===== config.mk =====
export PLATFORM = sky130hd
export DESIGN_NAME = fifo_rd_arbiter_flat
export DESIGN_NICKNAME = d
export VERILOG_FILES = /design/src/rtl/fifo_rd_arb_pkg.sv /design/src/rtl/fifo_rd_arbiter_if.sv /design/src/rtl/fifo_rd_arb_rr_pick.sv /design/src/rtl/fifo_rd_arbiter.sv /design/src/flat_wrapper.sv
export SDC_FILE = /design/constraint.sdc
export NUM_CORES = 1
export LEC_CHECK = 0
export ABC_AREA = 1
export CORE_AREA = 10 10 130 132
export CTS_BUF_LIST = sky130_fd_sc_hd__clkbuf_2
export DETAILED_ROUTE_END_ITERATION = 16
export DIE_AREA = 0 0 140 142
export PLACE_DENSITY = 0.9
export SYNTH_ARGS = -nofsm -noshare
export SYNTH_HDL_FRONTEND = slang
export SYNTH_SLANG_ARGS = --single-unit

===== constraint.sdc =====
create_clock -name CLK -period 2.2 [get_ports CLK]
set_input_delay 0.44 -clock CLK [delete_from_list [all_inputs] [get_ports CLK]]
set_output_delay 0.44 -clock CLK [all_outputs]
set_load 0.005 [all_outputs]

===== src/rtl/fifo_rd_arb_pkg.sv =====
// Shared definitions for the packet-aware FWFT read arbiter:
// FSM state encoding and the ceil-log2 helper used for index and counter widths.
package fifo_rd_arb_pkg;

    typedef enum logic {
        IDLE = 1'b0,
        BUSY = 1'b1
    } state_e;

    // Ceiling log2; returns 0 for values <= 1.
    function automatic int clog2(input int value);
        int result;
        int span;
        result = 0;
        span   = 1;
        while (span < value) begin
            span   = span << 1;
            result = result + 1;
        end
        return result;
    endfunction

endpackage


===== src/rtl/fifo_rd_arbiter_if.sv =====
// Queue-side and egress-side signals of the FWFT read arbiter.
// master: the arbiter (pops queues, drives the egress stage).
// slave:  the environment (queues plus downstream sink).
interface fifo_rd_arbiter_if #(
    parameter int NUM_QUEUES = 4,
    parameter int DATA_WIDTH = 64,
    parameter int SRC_BITS   = fifo_rd_arb_pkg::clog2(NUM_QUEUES)
);

    logic [NUM_QUEUES*DATA_WIDTH-1:0] Q_DATA;
    logic [NUM_QUEUES-1:0]            Q_LAST;
    logic [NUM_QUEUES-1:0]            Q_EMPTY;
    logic [NUM_QUEUES-1:0]            Q_RD_EN;
    logic [DATA_WIDTH-1:0]            M_DATA;
    logic                             M_LAST;
    logic [SRC_BITS-1:0]              M_SRC;
    logic                             M_VALID;
    logic                             M_READY;
    logic                             TRUNC_ERR;

    modport master (
        input  Q_DATA, Q_LAST, Q_EMPTY, M_READY,
        output Q_RD_EN, M_DATA, M_LAST, M_SRC, M_VALID, TRUNC_ERR
    );

    modport slave (
        output Q_DATA, Q_LAST, Q_EMPTY, M_READY,
        input  Q_RD_EN, M_DATA, M_LAST, M_SRC, M_VALID, TRUNC_ERR
    );

endinterface


===== src/rtl/fifo_rd_arb_rr_pick.sv =====
// Combinational rotating-priority encoder: returns the first requester found
// searching upward from rr and wrapping modulo NUM_QUEUES.
module fifo_rd_arb_rr_pick
    import fifo_rd_arb_pkg::*;
#(
    parameter int NUM_QUEUES = 4,
    parameter int SRC_BITS   = clog2(NUM_QUEUES)
) (
    input  logic [NUM_QUEUES-1:0] req,
    input  logic [SRC_BITS-1:0]   rr,
    output logic                  any,
    output logic [SRC_BITS-1:0]   winner
);

    // Scan from farthest to nearest so the nearest requester after rr wins.
    always_comb begin
        int idx;
        any    = 1'b0;
        winner = '0;
        idx    = 0;
        for (int i = NUM_QUEUES - 1; i >= 0; i--) begin
            idx = int'(rr) + i;
            if (idx >= NUM_QUEUES) begin
                idx = idx - NUM_QUEUES;
            end
            if (req[idx]) begin
                any    = 1'b1;
                winner = SRC_BITS'(idx);
            end
        end
    end

endmodule


===== src/rtl/fifo_rd_arbiter.sv =====
// Packet-aware read-side arbiter for NUM_QUEUES FWFT FIFOs. Grants one
// non-empty queue, drains one packet (or MAX_PKT_BEATS beats) into a
// registered valid/ready stage, then re-arbitrates.
// Build option: FIFO_RD_ARB_STRICT_PRIO_EN selects lowest-index-wins
// arbitration instead of round-robin.
module fifo_rd_arbiter
    import fifo_rd_arb_pkg::*;
#(
    parameter int NUM_QUEUES    = 4,
    parameter int DATA_WIDTH    = 64,
    parameter int MAX_PKT_BEATS = 256,
    parameter int SRC_BITS      = clog2(NUM_QUEUES)
) (
    input logic               CLK,
    input logic               RST,
    fifo_rd_arbiter_if.master bus
);

    localparam int CNT_W = clog2(MAX_PKT_BEATS + 1);

    state_e                state_q, state_d;
    logic [SRC_BITS-1:0]   g_q, g_d;
    logic [CNT_W-1:0]      cnt_q, cnt_d;
    logic [DATA_WIDTH-1:0] m_data_q, m_data_d;
    logic                  m_last_q, m_last_d;
    logic [SRC_BITS-1:0]   m_src_q, m_src_d;
    logic                  m_valid_q, m_valid_d;
`ifndef FIFO_RD_ARB_STRICT_PRIO_EN
    logic [SRC_BITS-1:0]   rr_q, rr_d;
`endif

    logic [SRC_BITS-1:0]   rr_sel;
    logic                  any;
    logic [SRC_BITS-1:0]   winner;
    logic [DATA_WIDTH-1:0] head_data;
    logic                  head_last;
    logic                  head_empty;
    logic                  limit_hit;
    logic                  pop;
    logic                  pkt_end;
    logic [NUM_QUEUES-1:0] q_rd_en;

`ifdef FIFO_RD_ARB_STRICT_PRIO_EN
    assign rr_sel = '0;
`else
    assign rr_sel = rr_q;
`endif

    fifo_rd_arb_rr_pick #(
        .NUM_QUEUES(NUM_QUEUES),
        .SRC_BITS  (SRC_BITS)
    ) u_pick (
        .req   (~bus.Q_EMPTY),
        .rr    (rr_sel),
        .any   (any),
        .winner(winner)
    );

    // Head of the granted queue, pop qualification and packet-end decode.
    // NOTE: every signal written in a combinational block gets a default first so no latch is inferred.
    always_comb begin
        head_data  = bus.Q_DATA[g_q*DATA_WIDTH +: DATA_WIDTH];
        head_last  = bus.Q_LAST[g_q];
        head_empty = bus.Q_EMPTY[g_q];
        limit_hit  = (int'(cnt_q) + 1) == MAX_PKT_BEATS;
        pop        = (state_q == BUSY) & ~RST & ~head_empty & (~m_valid_q | bus.M_READY);
        pkt_end    = pop & (head_last | limit_hit);
        q_rd_en        = '0;
        q_rd_en[g_q]   = pop;
    end

    // Next-state logic: arbitration in IDLE, beat transfer in BUSY, output drain.
    always_comb begin
        state_d   = state_q;
        g_d       = g_q;
        cnt_d     = cnt_q;
        m_data_d  = m_data_q;
        m_last_d  = m_last_q;
        m_src_d   = m_src_q;
        m_valid_d = m_valid_q;
`ifndef FIFO_RD_ARB_STRICT_PRIO_EN
        rr_d      = rr_q;
`endif
        case (state_q)
            IDLE: begin
                if (any) begin
                    g_d     = winner;
                    cnt_d   = '0;
                    state_d = BUSY;
                end
            end
            BUSY: begin
                if (pop) begin
                    m_data_d  = head_data;
                    m_last_d  = head_last | limit_hit;
                    m_src_d   = g_q;
                    m_valid_d = 1'b1;
                    cnt_d     = cnt_q + 1'b1;
                end
                if (pkt_end) begin
                    state_d = IDLE;
`ifndef FIFO_RD_ARB_STRICT_PRIO_EN
                    rr_d    = (int'(g_q) == NUM_QUEUES - 1) ? '0 : g_q + 1'b1;
`endif
                end
            end
            default: state_d = IDLE;
        endcase
        if (m_valid_q & bus.M_READY & ~pop) begin
            m_valid_d = 1'b0;
        end
    end

    // State and output-stage registers with synchronous reset.
    // NOTE: sequential state uses non-blocking assignments so every flop samples pre-edge values.
    always_ff @(posedge CLK) begin
        if (RST) begin
            state_q   <= IDLE;
            g_q       <= '0;
            cnt_q     <= '0;
            m_data_q  <= '0;
            m_last_q  <= 1'b0;
            m_src_q   <= '0;
            m_valid_q <= 1'b0;
`ifndef FIFO_RD_ARB_STRICT_PRIO_EN
            rr_q      <= '0;
`endif
        end else begin
            state_q   <= state_d;
            g_q       <= g_d;
            cnt_q     <= cnt_d;
            m_data_q  <= m_data_d;
            m_last_q  <= m_last_d;
            m_src_q   <= m_src_d;
            m_valid_q <= m_valid_d;
`ifndef FIFO_RD_ARB_STRICT_PRIO_EN
            rr_q      <= rr_d;
`endif
        end
    end

    assign bus.Q_RD_EN   = q_rd_en;
    assign bus.TRUNC_ERR = pop & limit_hit & ~head_last;
    assign bus.M_DATA    = m_data_q;
    assign bus.M_LAST    = m_last_q;
    assign bus.M_SRC     = m_src_q;
    assign bus.M_VALID   = m_valid_q;

endmodule

===== src/flat_wrapper.sv =====
// flat-port wrapper written by rule: the top's interface ports become plain ports
module fifo_rd_arbiter_flat import fifo_rd_arb_pkg::*;
#(
    parameter int NUM_QUEUES    = 4,
    parameter int DATA_WIDTH    = 64,
    parameter int MAX_PKT_BEATS = 256,
    parameter int SRC_BITS      = clog2(NUM_QUEUES)
)
  (CLK, RST, bus_Q_DATA, bus_Q_LAST, bus_Q_EMPTY, bus_M_READY, bus_Q_RD_EN, bus_M_DATA, bus_M_LAST, bus_M_SRC, bus_M_VALID, bus_TRUNC_ERR);
  fifo_rd_arbiter_if #(.NUM_QUEUES(NUM_QUEUES), .DATA_WIDTH(DATA_WIDTH), .SRC_BITS(SRC_BITS)) bus_i ();
  input logic CLK;
  input logic RST;
  input wire logic [$bits(bus_i.Q_DATA)-1:0] bus_Q_DATA;
  input wire logic [$bits(bus_i.Q_LAST)-1:0] bus_Q_LAST;
  input wire logic [$bits(bus_i.Q_EMPTY)-1:0] bus_Q_EMPTY;
  input wire logic [$bits(bus_i.M_READY)-1:0] bus_M_READY;
  output wire logic [$bits(bus_i.Q_RD_EN)-1:0] bus_Q_RD_EN;
  output wire logic [$bits(bus_i.M_DATA)-1:0] bus_M_DATA;
  output wire logic [$bits(bus_i.M_LAST)-1:0] bus_M_LAST;
  output wire logic [$bits(bus_i.M_SRC)-1:0] bus_M_SRC;
  output wire logic [$bits(bus_i.M_VALID)-1:0] bus_M_VALID;
  output wire logic [$bits(bus_i.TRUNC_ERR)-1:0] bus_TRUNC_ERR;
  assign bus_i.Q_DATA = bus_Q_DATA;
  assign bus_i.Q_LAST = bus_Q_LAST;
  assign bus_i.Q_EMPTY = bus_Q_EMPTY;
  assign bus_i.M_READY = bus_M_READY;
  assign bus_Q_RD_EN = bus_i.Q_RD_EN;
  assign bus_M_DATA = bus_i.M_DATA;
  assign bus_M_LAST = bus_i.M_LAST;
  assign bus_M_SRC = bus_i.M_SRC;
  assign bus_M_VALID = bus_i.M_VALID;
  assign bus_TRUNC_ERR = bus_i.TRUNC_ERR;
  fifo_rd_arbiter #(.NUM_QUEUES(NUM_QUEUES), .DATA_WIDTH(DATA_WIDTH), .MAX_PKT_BEATS(MAX_PKT_BEATS), .SRC_BITS(SRC_BITS)) u_core (.CLK(CLK), .RST(RST), .bus(bus_i));
endmodule

==> results_dict.tcl, run 1 <==
set metrics [dict create \
    fin_worst_skew_ns 0.0286 \
    grt_use_met2_pct 41.0 \
    ys_async_sr_fraction_pct 0 \
    min_period_over_period_pct 110 \
    stdcell_area_um2 9000 \
    ios 340 \
    syn_avg_cell_area_um2 6.13 \
    cts_max_level 3 \
    reg2reg_from "u_core.g_q[0]" \
    syn-num-nets 1114 \
    finalHoldViolCount 0 \
    worst_pin_slew_ns 0.805 \
    timing.fmax_mhz 412 \
    ys_ff_latch 82 \
    required_ns 1.76 \
    grt_pass1_vias 6889 \
    synth_top_cells_by_count "nand2_1 (189), nor2_1 (149), o21ai_0 (137)" \
    placed_cell_area_um2 8660 \
    max_stage_delay_ns 0.43 \
    postCtsHoldBufs 0 \
    grt_start_max_net_pins 75 \
    violations "setup timing" \
    synthesis.area_um2 5160 \
    dieArea_um2 19900 \
    r2r-end "u_core.bus.M_DATA[2]" \
    rsz0062_at_grt "yes" \
    cts_root_buf "clkbuf_2" \
    slew_viol_final 0 \
    core_um2 14300 \
    startpoint "u_core.cnt_q[0]" \
    yosysSeqAreaShare_pct 31.8 \
    use_met1_pct 26.0 \
    arrival_ns 1.99 \
    synth_edf_count 0 \
    stdcell_count 1349 \
    ys.flop_type "dfxtp_1" \
    dieWidth_um 140 \
    dp_hpwl_um 18600 \
    synth_largest_area_cell "dfxtp_1" \
    p_comb_share_pct 44.5 \
    routedWlPerCell_um 18.2 \
    vias 7068 \
    grt_pass1_wl_um 37300 \
    worst_slack_ns -0.228 \
    run_status "finished with violations" \
    synth_most_common_cell "nand2_1" \
    wl_um 24600 \
    powerDensity_nw_per_um2 479 \
    crit_fanout 5 \
    p_int_uw 2700 \
    area_growth_pct 74.5 \
    drt_iter0_drc 554 \
    drive_gt1_share_pct 8.68 \
    cpLargestDelayFamily "simple AND/OR/NAND/NOR gates" \
    p_leak_uw 0.00331 \
    r2r_cells 6 \
    netSwitchingPower_uw 1610 \
    synthCells 841 \
    grt_most_used_layer "met2" \
    critPathLaunchType "flip-flop" \
    placed_cells 1319 \
    fp-row-count 44 \
    setup_viol 1 \
    initial_core_util_pct 36.0 \
    vias_per_cell 5.24 \
    layout_min_cycle_time_ns 2.43 \
    clockBufferDepth 2 \
    cts_buffers 9 \
    fillers 1286 \
    die_y_um 142 \
    nets 1431 \
    ys_warn_count 0 \
    cap_violations 0 \
    gr-usage-all-layers_pct 23.1 \
    clock_latency_ns 0.56 \
    end_kind "primary output" \
    final_core_util_pct 62.9 \
    hp-class "input port to flip-flop" \
    vdd_drop_max_uv 284 \
    portBuffers 339 \
    grt_antenna_before_repair 2 \
    cts_sinks 82 \
    cts_tree "done" \
    cp_cell_sequence "ha_4, nand2_2, nor2_2, nand2_1, nand2_1, nand2_1, nor2_2, nand3_2, nor2_2, buf_2" \
    switching_share_pct 37.4 \
    drc 0 \
    clock_power_share_pct 17.1 \
    netlist.area_leader.share_pct 31.8 \
    maxSlewHeadroom_pct 46.3 \
    drt-pass1-iter-count 5 \
    cp-endpoint "bus_TRUNC_ERR" \
    worst-path-stages 10 \
    gp_congestion 0.895 \
    synth_cell_types 24 \
    cp.buffers_inverters 1 \
    ant_nets 0 \
    path_clk_slew_ns 0.26 \
    rrSetupSlack_ns 0.10 \
    seq_power_share_pct 38.4 \
    grt_overflow_total 0 \
    use_met3_pct 7.11 \
    synthTopCellsByArea "dfxtp_1 (32%), nand2_1 (14%), o21ai_0 (13%)" \
    crit_slowest_cell "dfxtp_4" \
    path_class "flip-flop to primary output" \
]
==> cell families after synthesis <==
group                    Yosys count  share of synthesized area, %
AND/OR/NAND/NOR                  372                          28.6
XOR/XNOR                           1                         0.170
flip-flops                        82                          31.8
buffers and inverters             95                          8.56
AO/OA/AOI/OAI                    285                          29.4
adder cells (fa/ha/maj)            6                          1.46
==> worst min-delay path, delay by kind of cell <==
kind | cells | cell delay, ns
buffers and inverters | 1 | 0.16
AO/OA/AOI/OAI | 1 | 0.08
AND/OR/NAND/NOR | 2 | 0.17
==> cell type report <==
cell class | instances | area, um^2 | area share, %
Inverter | 26 | 108 | 1.20
Tap cell | 184 | 230 | 2.56
Clock buffer | 9 | 45.0 | 0.500
Timing Repair Buffer | 375 | 3690 | 41.0
Sequential cell | 82 | 1660 | 18.5
Antenna cell | 2 | 5.00 | 0.0556
Multi-Input combinational cell | 664 | 3210 | 35.7
Clock inverter | 7 | 52.6 | 0.584
==> power by group through the flow <==
stage / logic, uW / registers (uW) / clock network [uW]
5_1_grt: 2100 / 1670 / 827
4_1_cts: 1880 / 1660 / 765
3_5_place_dp: 1840 / 1690 / 0
3_3_place_gp: 1820 / 1680 / 0
2_1_floorplan: 919 / 1680 / 0
6_report: 1920 / 1660 / 739
==> stage by stage <==
stage / setup TNS (ns) / total power, uW / hold WS (ns) / setup slack [ns]
finish: -0.228 / 4320 / 0.301 / -0.228
global route: -0.768 / 4600 / 0.260 / -0.383
CTS: -0.759 / 4300 / 0.248 / -0.269
detailed placement: -12.98 / 3530 / 0.454 / -0.283
global placement: -10.46 / 3500 / 0.450 / -0.247
floorplan: 0 / 2600 / 0.461 / 0.358
==> state kept, by name, indices dropped and copies added, names as in the netlist <==
signal and cells:
u_core.bus.M_DATA 64, u_core.cnt_q 9, u_core.bus.M_SRC 2, u_core.g_q 2
u_core.rr_q 2, u_core.bus.M_LAST 1, u_core.bus.M_VALID 1, u_core.state_q 1
==> per-layer routing <==
metal,up-vias,routed length [um]
li1,3469,-
met1,3261,9480
met2,297,12400
met3,41,2070
met4,0,630
met5,-,0
==> worst min-delay path by stage <==
stage                     cells after the start                   from  slack (ns)                    end
after floorplan                               2  u_core.bus.M_DATA[10]        0.46  u_core.bus.M_DATA[10]
after detailed placement                      2  u_core.bus.M_DATA[37]        0.45  u_core.bus.M_DATA[37]
after CTS                                     4                    RST        0.25     u_core.bus.M_VALID
final                                         4                    RST        0.30     u_core.bus.M_VALID
after global placement                        2   u_core.bus.M_DATA[2]        0.45   u_core.bus.M_DATA[2]
after global routing                          4                    RST        0.26     u_core.bus.M_VALID
==> what timing repair did <==
item,in CTS,in global routing
setup buffers,14,3
setup endpoints to repair,5,9
gates resized for setup,49,24
hold endpoints to repair,0,0
pin swaps,12,8
==> cells in the final DEF, fill, tap and decap left out, types with 7 or more instances in the layout <==
cell / n
a21oi_1: 73
buf_4: 29
clkbuf_2: 9
clkdlybuf4s50_1: 333
dfxtp_1: 76
inv_1: 20
nand2_1: 184
nand2_2: 7
nand3_1: 15
nor2_1: 139
o21ai_0: 137
o22ai_1: 67
Power figures use the tool's default switching activity.
==> run 2, diff against run 1 <==
--- a/config.mk
+++ b/config.mk
@@ -7,7 +7,7 @@
 export LEC_CHECK = 0
 export ABC_AREA = 1
 export CORE_AREA = 10 10 130 132
-export CTS_BUF_LIST = sky130_fd_sc_hd__clkbuf_2
+export CTS_BUF_LIST = sky130_fd_sc_hd__clkbuf_8
 export DETAILED_ROUTE_END_ITERATION = 16
 export DIE_AREA = 0 0 140 142
 export PLACE_DENSITY = 0.9
==> results_dict.tcl, run 2 (synthesized netlist as in run 1, its figures left out) <==
set metrics [dict create \
    run_status "finished with violations" \
    violations "setup timing" \
    setup_viol 1 \
    holdPathEnd "u_core.bus.M_DATA[1]" \
    vias 7103 \
    end_kind "primary output" \
    gp_congestion 0.895 \
    ios 340 \
    layout_commonest_cell "clkdlybuf4s50_1" \
    fillers 1292 \
    grt_pass1_vias 6829 \
    stdcell_area_um2 9000 \
    path_class "flip-flop to primary output" \
    wl_um 24700 \
    largest_reg_flops 64 \
    cpLargestDelayFamily "simple AND/OR/NAND/NOR gates" \
    worst_slack_ns -0.0577 \
    arrival_ns 1.82 \
    timing.fmax_mhz 443 \
    r2r_cells 6 \
    powerDensity_nw_per_um2 511 \
    fp-row-count 44 \
    maxSlewHeadroom_pct 45.9 \
    routedWlPerCell_um 18.4 \
    crit_fanout 5 \
    path_clk_slew_ns 0.10 \
    cp_cell_sequence "ha_4, nand2_2, nor2_2, nand2_1, nand2_1, nand2_1, nor2_2, nand3_2, nor2_2, buf_2" \
    area_growth_pct 74.6 \
    core_um2 14300 \
    placed_cell_area_um2 8660 \
    cp.buffers_inverters 1 \
    max_stage_delay_ns 0.38 \
    cts_tree "done" \
    postCtsHoldBufs 0 \
    grt_pass1_wl_um 36800 \
    worst_hold_path.num_cells 2 \
    dieWidth_um 140 \
    layout_min_cycle_time_ns 2.26 \
    drive_gt1_share_pct 7.87 \
    setup-tns-final_ns -0.0577 \
    finalHoldViolCount 0 \
    clock_latency_ns 0.37 \
    rrSetupSlack_ns 0.17 \
    grt_overflow_total 0 \
    cts_buffers 9 \
    worst_pin_slew_ns 0.811 \
    min_period_over_period_pct 103 \
    p_total_uw 4600 \
    die_y_um 142 \
    holdCritStartpoint "u_core.bus.M_DATA[1]" \
    initial_core_util_pct 36.0 \
    nets 1425 \
    crit_slowest_cell "dfxtp_4" \
    required_ns 1.76 \
    cts_root_buf "clkbuf_8" \
    cts_max_level 3 \
    drt_iter0_drc 562 \
    slew_viol_final 0 \
    grt_antenna_before_repair 1 \
    cts_sinks 82 \
    reg2reg_from "u_core.g_q[0]" \
    vdd_drop_max_uv 343 \
    drc 0 \
    clockBufferDepth 2 \
    p_leak_uw 0.00331 \
    cap_violations 0 \
    rsz0062_at_grt "yes" \
    drt-pass1-iter-count 5 \
    critPathLaunchType "flip-flop" \
    ant_nets 0 \
    mostFrequentLayoutCells "clkdlybuf4s50_1 (333), nand2_1 (182), nor2_1 (142), o21ai_0 (137)" \
    grt_start_max_net_pins 75 \
    vias_per_cell 5.29 \
    dp_hpwl_um 18600 \
    portBuffers 339 \
    place_ws_ns -0.283 \
    r2r-end "u_core.bus.M_DATA[2]" \
    fin_worst_skew_ns 0.0127 \
    gr-usage-all-layers_pct 22.8 \
    dieArea_um2 19900 \
    hp-class "flip-flop to flip-flop" \
]
run 2: per-stage QoR:
stage	hold WS, ns	util, %	std cells
after floorplan	0.461	-	841
after global placement	0.450	60.5	1319
after detailed placement	0.454	60.5	1319
after CTS	0.469	62.1	1337
after global routing	0.486	62.9	1342
final	0.465	62.9	1342
run 2: final cells by class:
cell class	count	area, um^2	share of cell area (%)
Timing Repair Buffer	369	3660	40.6
Multi-Input combinational cell	664	3170	35.2
Sequential cell	82	1660	18.4
Tap cell	184	230	2.56
Clock buffer	10	138	1.53
Inverter	26	100	1.11
Clock inverter	6	48.8	0.542
Antenna cell	1	2.50	0.0278
run 2: worst max-delay path by stage:
stage	from	to	slack [ns]	cells after the start
after CTS	u_core.cnt_q[1]	bus_TRUNC_ERR	-0.11	10
after detailed placement	bus_Q_EMPTY[3]	bus_TRUNC_ERR	-0.28	9
after floorplan	u_core.cnt_q[0]	bus_TRUNC_ERR	0.36	9
after global placement	bus_Q_EMPTY[1]	bus_TRUNC_ERR	-0.25	9
after global routing	u_core.cnt_q[0]	bus_TRUNC_ERR	-0.17	10
final	u_core.cnt_q[0]	bus_TRUNC_ERR	-0.06	10
run 2: timing repair:
action                     CTS  global route
buffers inserted             2             3
gates cloned                 0             1
hold endpoints to repair     0             0
setup endpoints to repair    5             7
gates resized for setup     15            37
pin swaps                    4            17
run 2: report_power, final:
part | total, uW | switching (uW) | internal (uW) | leakage, uW
clock network | 1060 | 610 | 451 | 0.0000855
registers | 1650 | 66.0 | 1580 | 0.000670
logic | 1890 | 948 | 945 | 0.00256
run 2: worst min-delay path, delay by kind of cell, from the launching register on:
kind,cells,cell delay (ns)
compound gates,1,0.05
simple gates,1,0.06
flops,1,0.32
run 2: metal layers:
metal,vias up,share of wire [%],track usage (%)
met5,-,0,0
met2,366,50,40.0
met4,0,3.0,7.83
met3,54,9.2,7.48
met1,3226,38,25.4
li1,3457,-,-
==> run 3, diff against run 2 <==
--- a/config.mk
+++ b/config.mk
@@ -6,11 +6,13 @@
 export NUM_CORES = 1
 export LEC_CHECK = 0
 export ABC_AREA = 1
-export CORE_AREA = 10 10 130 132
+export CELL_PAD_IN_SITES_DETAIL_PLACEMENT = 1
+export CELL_PAD_IN_SITES_GLOBAL_PLACEMENT = 1
+export CORE_AREA = 10 10 158 160
 export CTS_BUF_LIST = sky130_fd_sc_hd__clkbuf_8
 export DETAILED_ROUTE_END_ITERATION = 16
-export DIE_AREA = 0 0 140 142
-export PLACE_DENSITY = 0.9
+export DIE_AREA = 0 0 168 170
+export PLACE_DENSITY = 0.92
 export SYNTH_ARGS = -nofsm -noshare
 export SYNTH_HDL_FRONTEND = slang
 export SYNTH_SLANG_ARGS = --single-unit
==> results_dict.tcl, run 3 (synthesized netlist as in run 1, its figures left out) <==
set metrics [dict create \
    grt_start_max_net_pins 75 \
    cts_buffers 9 \
    rrSetupSlack_ns 0.18 \
    critPathLaunchType "flip-flop" \
    worst_pin_slew_ns 0.830 \
    dp_hpwl_um 21300 \
    cap_violations 0 \
    finalHoldViolCount 0 \
    core_um2 21700 \
    crit_slowest_cell "dfxtp_4" \
    drc 0 \
    layout_min_cycle_time_ns 2.21 \
    run_status "finished with violations" \
    ios 340 \
    grt_antenna_before_repair 1 \
    dieArea_um2 28600 \
    place_ws_ns -0.325 \
    final_core_util_pct 42.4 \
    initial_core_util_pct 23.8 \
    layout_commonest_cell "clkdlybuf4s50_1" \
    largest_reg_flops 64 \
    timing.fmax_mhz 451 \
    clock_latency_ns 0.37 \
    vias_per_cell 4.91 \
    powerDensity_nw_per_um2 523 \
    placed_cells 1421 \
    mostFrequentLayoutCells "clkdlybuf4s50_1 (333), nand2_1 (179), nor2_1 (142), o21ai_0 (137), a21oi_1 (75)" \
    nets 1428 \
    portBuffers 339 \
    path_clk_slew_ns 0.09 \
    postCtsHoldBufs 0 \
    min_period_over_period_pct 101 \
    setup_viol 1 \
    cpLargestDelayFamily "simple AND/OR/NAND/NOR gates" \
    fin_worst_skew_ns 0.0188 \
    rsz0062_at_grt "yes" \
    maxSlewHeadroom_pct 44.7 \
    grt_overflow_total 0 \
    r2r_cells 6 \
    cts_sinks 82 \
    r2r-end "u_core.bus.M_DATA[5]" \
    gp_congestion 0.849 \
    hp-class "flip-flop to flip-flop" \
    reg2reg_from "u_core.g_q[0]" \
    stdcell_count 1440 \
    cts_root_buf "clkbuf_8" \
    cts_tree "done" \
    path_class "flip-flop to primary output" \
    ant_nets 0 \
    cp.buffers_inverters 2 \
    holdPathEnd "u_core.bus.M_DATA[35]" \
    slew_viol_final 0 \
    gr-usage-all-layers_pct 17.9 \
    end_kind "primary output" \
    drt-pass1-iter-count 4 \
    cts_max_level 3 \
    max_stage_delay_ns 0.38 \
    cp_cell_sequence "ha_4, inv_1, nand2_2, nand3_2, a21oi_2, nand2_2, nor2_4, nand3_2, nor2_2, buf_2" \
    drive_gt1_share_pct 8.20 \
    fp-row-count 54 \
    vias 7071 \
    arrival_ns 1.77 \
    die_y_um 170 \
    area_growth_pct 78.1 \
    routedWlPerCell_um 19.1 \
    worst_hold_path.num_cells 2 \
    drt_iter0_drc 361 \
    clockBufferDepth 2 \
    worst_slack_ns -0.0149 \
    grt_pass1_wl_um 41300 \
    grt_pass1_vias 7501 \
    required_ns 1.76 \
    violations "setup timing" \
    p_leak_uw 0.00336 \
    holdCritStartpoint "u_core.bus.M_DATA[35]" \
    vdd_drop_max_uv 260 \
    wl_um 27500 \
    crit_fanout 5 \
    dieWidth_um 168 \
]
==> run 3: power breakdown <==
group	leakage, uW	internal, uW	switching (uW)
Combinational	0.00258	940	977
Clock	0.000110	663	576
Sequential	0.000671	1580	64.6
Total	0.00336	3180	1620
==> run 3: through the flow <==
step | cell area [um^2] | setup TNS, ns | power (uW) | hold WS, ns
2_1_floorplan | 5160 | 0 | 2600 | 0.461
3_3_place_gp | 8840 | -12.69 | 3550 | 0.451
3_5_place_dp | 8840 | -18.24 | 3610 | 0.457
4_1_cts | 9090 | -0.207 | 4880 | 0.470
5_1_grt | 9180 | -0.129 | 5120 | 0.488
6_report | 9190 | -0.0149 | 4800 | 0.466
==> run 3: timing repair <==
action                                  CTS  global route
pin swaps                                 2            16
endpoints found under the setup margin    5             5
setup buffers                             1             2
resized for setup                        15            42
==> run 3: worst max path at each step <==
stage / from / endpoint / slack (ns) / cells after the start
final: u_core.cnt_q[1] / bus_TRUNC_ERR / -0.01 / 10
after global routing: u_core.cnt_q[1] / bus_TRUNC_ERR / -0.13 / 10
after CTS: u_core.cnt_q[0] / bus_TRUNC_ERR / -0.21 / 10
after detailed placement: bus_Q_EMPTY[1] / bus_TRUNC_ERR / -0.33 / 9
after global placement: bus_Q_EMPTY[1] / bus_TRUNC_ERR / -0.25 / 9
after floorplan: u_core.cnt_q[0] / bus_TRUNC_ERR / 0.36 / 9
==> run 3: per-layer routing <==
metal / up-vias / track usage (%) / wire length [um]
met5: - / 0 / 0
met4: 0 / 6.51 / 683
met3: 37 / 4.93 / 2010
met2: 232 / 32.1 / 13800
met1: 3339 / 19.7 / 11000
li1: 3463 / - / -
==> run 3: layout make-up <==
cell class,instances,area (um^2)
tap,280,350
fill,2740,12500
clock inverter,5,80.1
antenna,1,2.50
clock buffer,10,138
timing repair buffer,372,3670
multi-input combinational,664,3180
inverter,26,100
sequential,82,1660
==> run 3: worst reg2reg max path, stage by stage (launching register included) <==
cell,delay (ns)
dfxtp_4,0.39
buf_4,0.15
buf_4,0.51
o21ai_0,0.40
o22ai_1,0.28
nand2_1,0.08
a21oi_1,0.12
==> variant, RTL diff (settings of run 3) <==
The option `FIFO_RD_ARB_STRICT_PRIO_EN` is turned on by a define.
--- a/src/rtl/fifo_rd_arbiter.sv
+++ b/src/rtl/fifo_rd_arbiter.sv
@@ -4,4 +4,6 @@
 // Build option: FIFO_RD_ARB_STRICT_PRIO_EN selects lowest-index-wins
 // arbitration instead of round-robin.
+`define FIFO_RD_ARB_STRICT_PRIO_EN
+
 module fifo_rd_arbiter
     import fifo_rd_arb_pkg::*;
Check against the original RTL: not equivalent (Yosys sat finds a counterexample within 4 cycles, from zero or initial values and one cycle with RST high).
==> variant against run 3 <==
The run still ends with setup timing left; critical path depth stayed put; fmax is 2.0% lower; cell area is 3.9% lower; via count is 6.4% lower; setup slack worse by 0.045 ns; combinational power is 29% lower; first-iteration DRC count is 17% lower; sequential cell count is 2 lower; wire length is 7.2% lower; area after synthesis is 6.2% lower; count of clock-buffer cells in the layout is 1 lower; total power is 15% lower; final cell count is 7.0% lower; sequential share of layout area is 0.28 points higher; largest cell class unchanged; largest power group is now registers.
==> variant: results (changes against run 3) <==
| Metric | Value |
|---|---|
| Vias in the first global route | `7169 (was 7501)` |
| Post-route setup slack | `-0.06044 ns (was -0.01495 ns)` |
| Total CTS buffers | `9 (unchanged)` |
| Fillcell total | `2703 (was 2740)` |
| Syn_nets | `1012 (was 1114)` |
| Cells on Worst Hold Path | `2 (unchanged)` |
| Clock Latency Late Sink | `0.37 ns (about the same)` |
| CTS clk-pin slew, worst paths | `0.10 ns` |
| ANT cells | `0 (was 1)` |
| DR top layer | `met4 (unchanged)` |
| Async set-reset flop share out of synthesis | `0% (unchanged)` |
| Hold Crit Class | `flip-flop to flip-flop (unchanged)` |
| Worst Path Max Fanout | `5 (unchanged)` |
| Worst reg2reg path depth | `6 (unchanged)` |
| Placer Congestion | `0.8733 (was 0.8487)` |
| Initial antenna violation count | `0 (was 1)` |
| M1 WL | `9964 µm (was 10960 µm)` |
| Syn Area/Cell | `6.514 µm² (was 6.134 µm²)` |
| Hpwl dp | `19560 µm (was 21340 µm)` |
| Post-synth top flop | `dfxtp_1 (unchanged)` |
| First-pass GRT wire length | `38900 µm (was 41260 µm)` |
| Routed wire length on met2 | `12910 µm (was 13810 µm)` |
| Worst R2R Setup Slack | `0.34 ns (was 0.18 ns)` |
| Worst-Margin Slew | `0.8650 ns (was 0.8299 ns)` |
| Worst vdd ir | `0.0002328 V (was 0.0002600 V)` |
| Top cells by count, synth | `nand2_1, a31oi_1, dfxtp_1, a21oi_1, nand3_1 (was nand2_1, nor2_1, o21ai_0, dfxtp_1, a21oi_1)` |
| I/O Buffers | `339 (unchanged)` |
| Static Leak | `0.003183 µW (was 0.003365 µW)` |
| Number of synthesized flops with an enable pin | `0 (unchanged)` |
| Synth area leaders | `dfxtp_1, a31oi_1, nand2_1 (was dfxtp_1, nand2_1, o21ai_0)` |
| Largest register FFs | `64 (unchanged)` |
| DR iter-0 viols | `299 (was 361)` |
| Yosys reg bits | `80 (was 82)` |
| Clock skew | `0.01519 ns (was 0.01879 ns)` |
| Warnings from Yosys | `0 (unchanged)` |
| Met3 WL | `1867 µm (was 2006 µm)` |
| Pin count of the biggest net entering global routing | `125 (was 75)` |
| Failing checks | `setup timing (unchanged)` |
| GR Util All Layers | `16.64% (was 17.86%)` |
| Clock buffer depth | `2 (unchanged)` |
| Final setup violation count | `1 (unchanged)` |
| Layout cell share with drive strength beyond 1 | `8.593% (was 8.197%)` |
| Final std cells w/o fill | `1339 (was 1440)` |
| Sequential area share after synthesis | `33.09% (was 31.82%)` |
| Crit path arrival time | `1.82 ns (was 1.77 ns)` |
| Vias after detailed routing | `6620 (was 7071)` |
| H-tree Lvls | `3 (unchanged)` |
| Outcome | `finished, violations left (unchanged)` |
| Yosys cell types | `26 (was 24)` |
| CTS root buf | `clkbuf_8 (unchanged)` |
| Routed WL | `25470 µm (was 27460 µm)` |
==> variant: cell count changes after synthesis, moves of 4 or more <==
cell	change
nor2_1	-133
a31oi_1	+128
o21ai_0	-108
o22ai_1	-65
nand3_1	+58
o21ai_1	+37
nand2_1	-10
ha_1	-4
==> variant: final timing paths <==
| path | startpoint | to |
|---|---|---|
| worst max-delay path | u_core.cnt_q[0] | bus_TRUNC_ERR |
| worst min-delay path | u_core.bus.M_SRC[0] | u_core.bus.M_SRC[0] |
| worst max register to register | u_core.g_q[0] | u_core.bus.M_DATA[33] |
| worst min register to register | u_core.bus.M_SRC[0] | u_core.bus.M_SRC[0] |
==> variant: report_power, final <==
part	internal (µW)	switching (µW)
clock network	525	609
logic	776	589
registers	1530	53.9
total	2840	1250
==> variant: layout make-up <==
type	instances	area (µm²)	area share [%]
timing repair buffer	375	3690	41.79
multi-input combinational	565	2880	32.62
sequential	80	1622	18.37
tap	280	350.3	3.968
clock buffer	9	123.9	1.403
inverter	23	91.34	1.035
clock inverter	7	71.32	0.8078
==> variant: cells by family after synthesis <==
logic type	after synthesis	synth area share (%)
AO/OA/AOI/OAI	280	32.42
adder cells (fa/ha/maj)	2	0.5170
buffers and inverters	98	9.126
flip-flops	80	33.09
AND/OR/NAND/NOR	283	24.84
==> variant: per-layer routing <==
metal | GRT usage (%) | up-vias
met5 | 0 | -
met4 | 6.586 | 0
met3 | 5.690 | 39
met2 | 30.19 | 210
met1 | 17.26 | 3103
li1 | - | 3268
==> variant: repair_timing <==
item                                    CTS  global route
endpoints found under the setup margin    5             5
cloned                                    0             0
resized for setup                        20            36
setup buffers                             3             2
pin swaps                                 2            10
==> variant: per-stage QoR <==
stage          TNS (ns)  util (%)  setup slack (ns)  hold WS, ns  area (µm²)
2_1_floorplan         0         -            0.4303       0.4557        4840
3_3_place_gp     -1.348     39.24           -0.3476       0.4580        8511
3_5_place_dp     -2.233     39.24           -0.4100       0.4765        8511
4_1_cts         -0.2198     40.38           -0.2198       0.4887        8758
5_1_grt         -0.2112     40.71           -0.2051       0.5150        8828
6_report       -0.06044     40.71          -0.06044       0.4907        8828
==> variant: critical path: stages, from the launching register on <==
cell and delay [ns]:
dfxtp_4 0.38, ha_4 0.17, inv_2 0.04, nand2_2 0.07, nand3_2 0.08, a21oi_2 0.19
nand2_2 0.10, nor2_4 0.11, nand3_2 0.08, nor2_2 0.10, buf_2 0.12
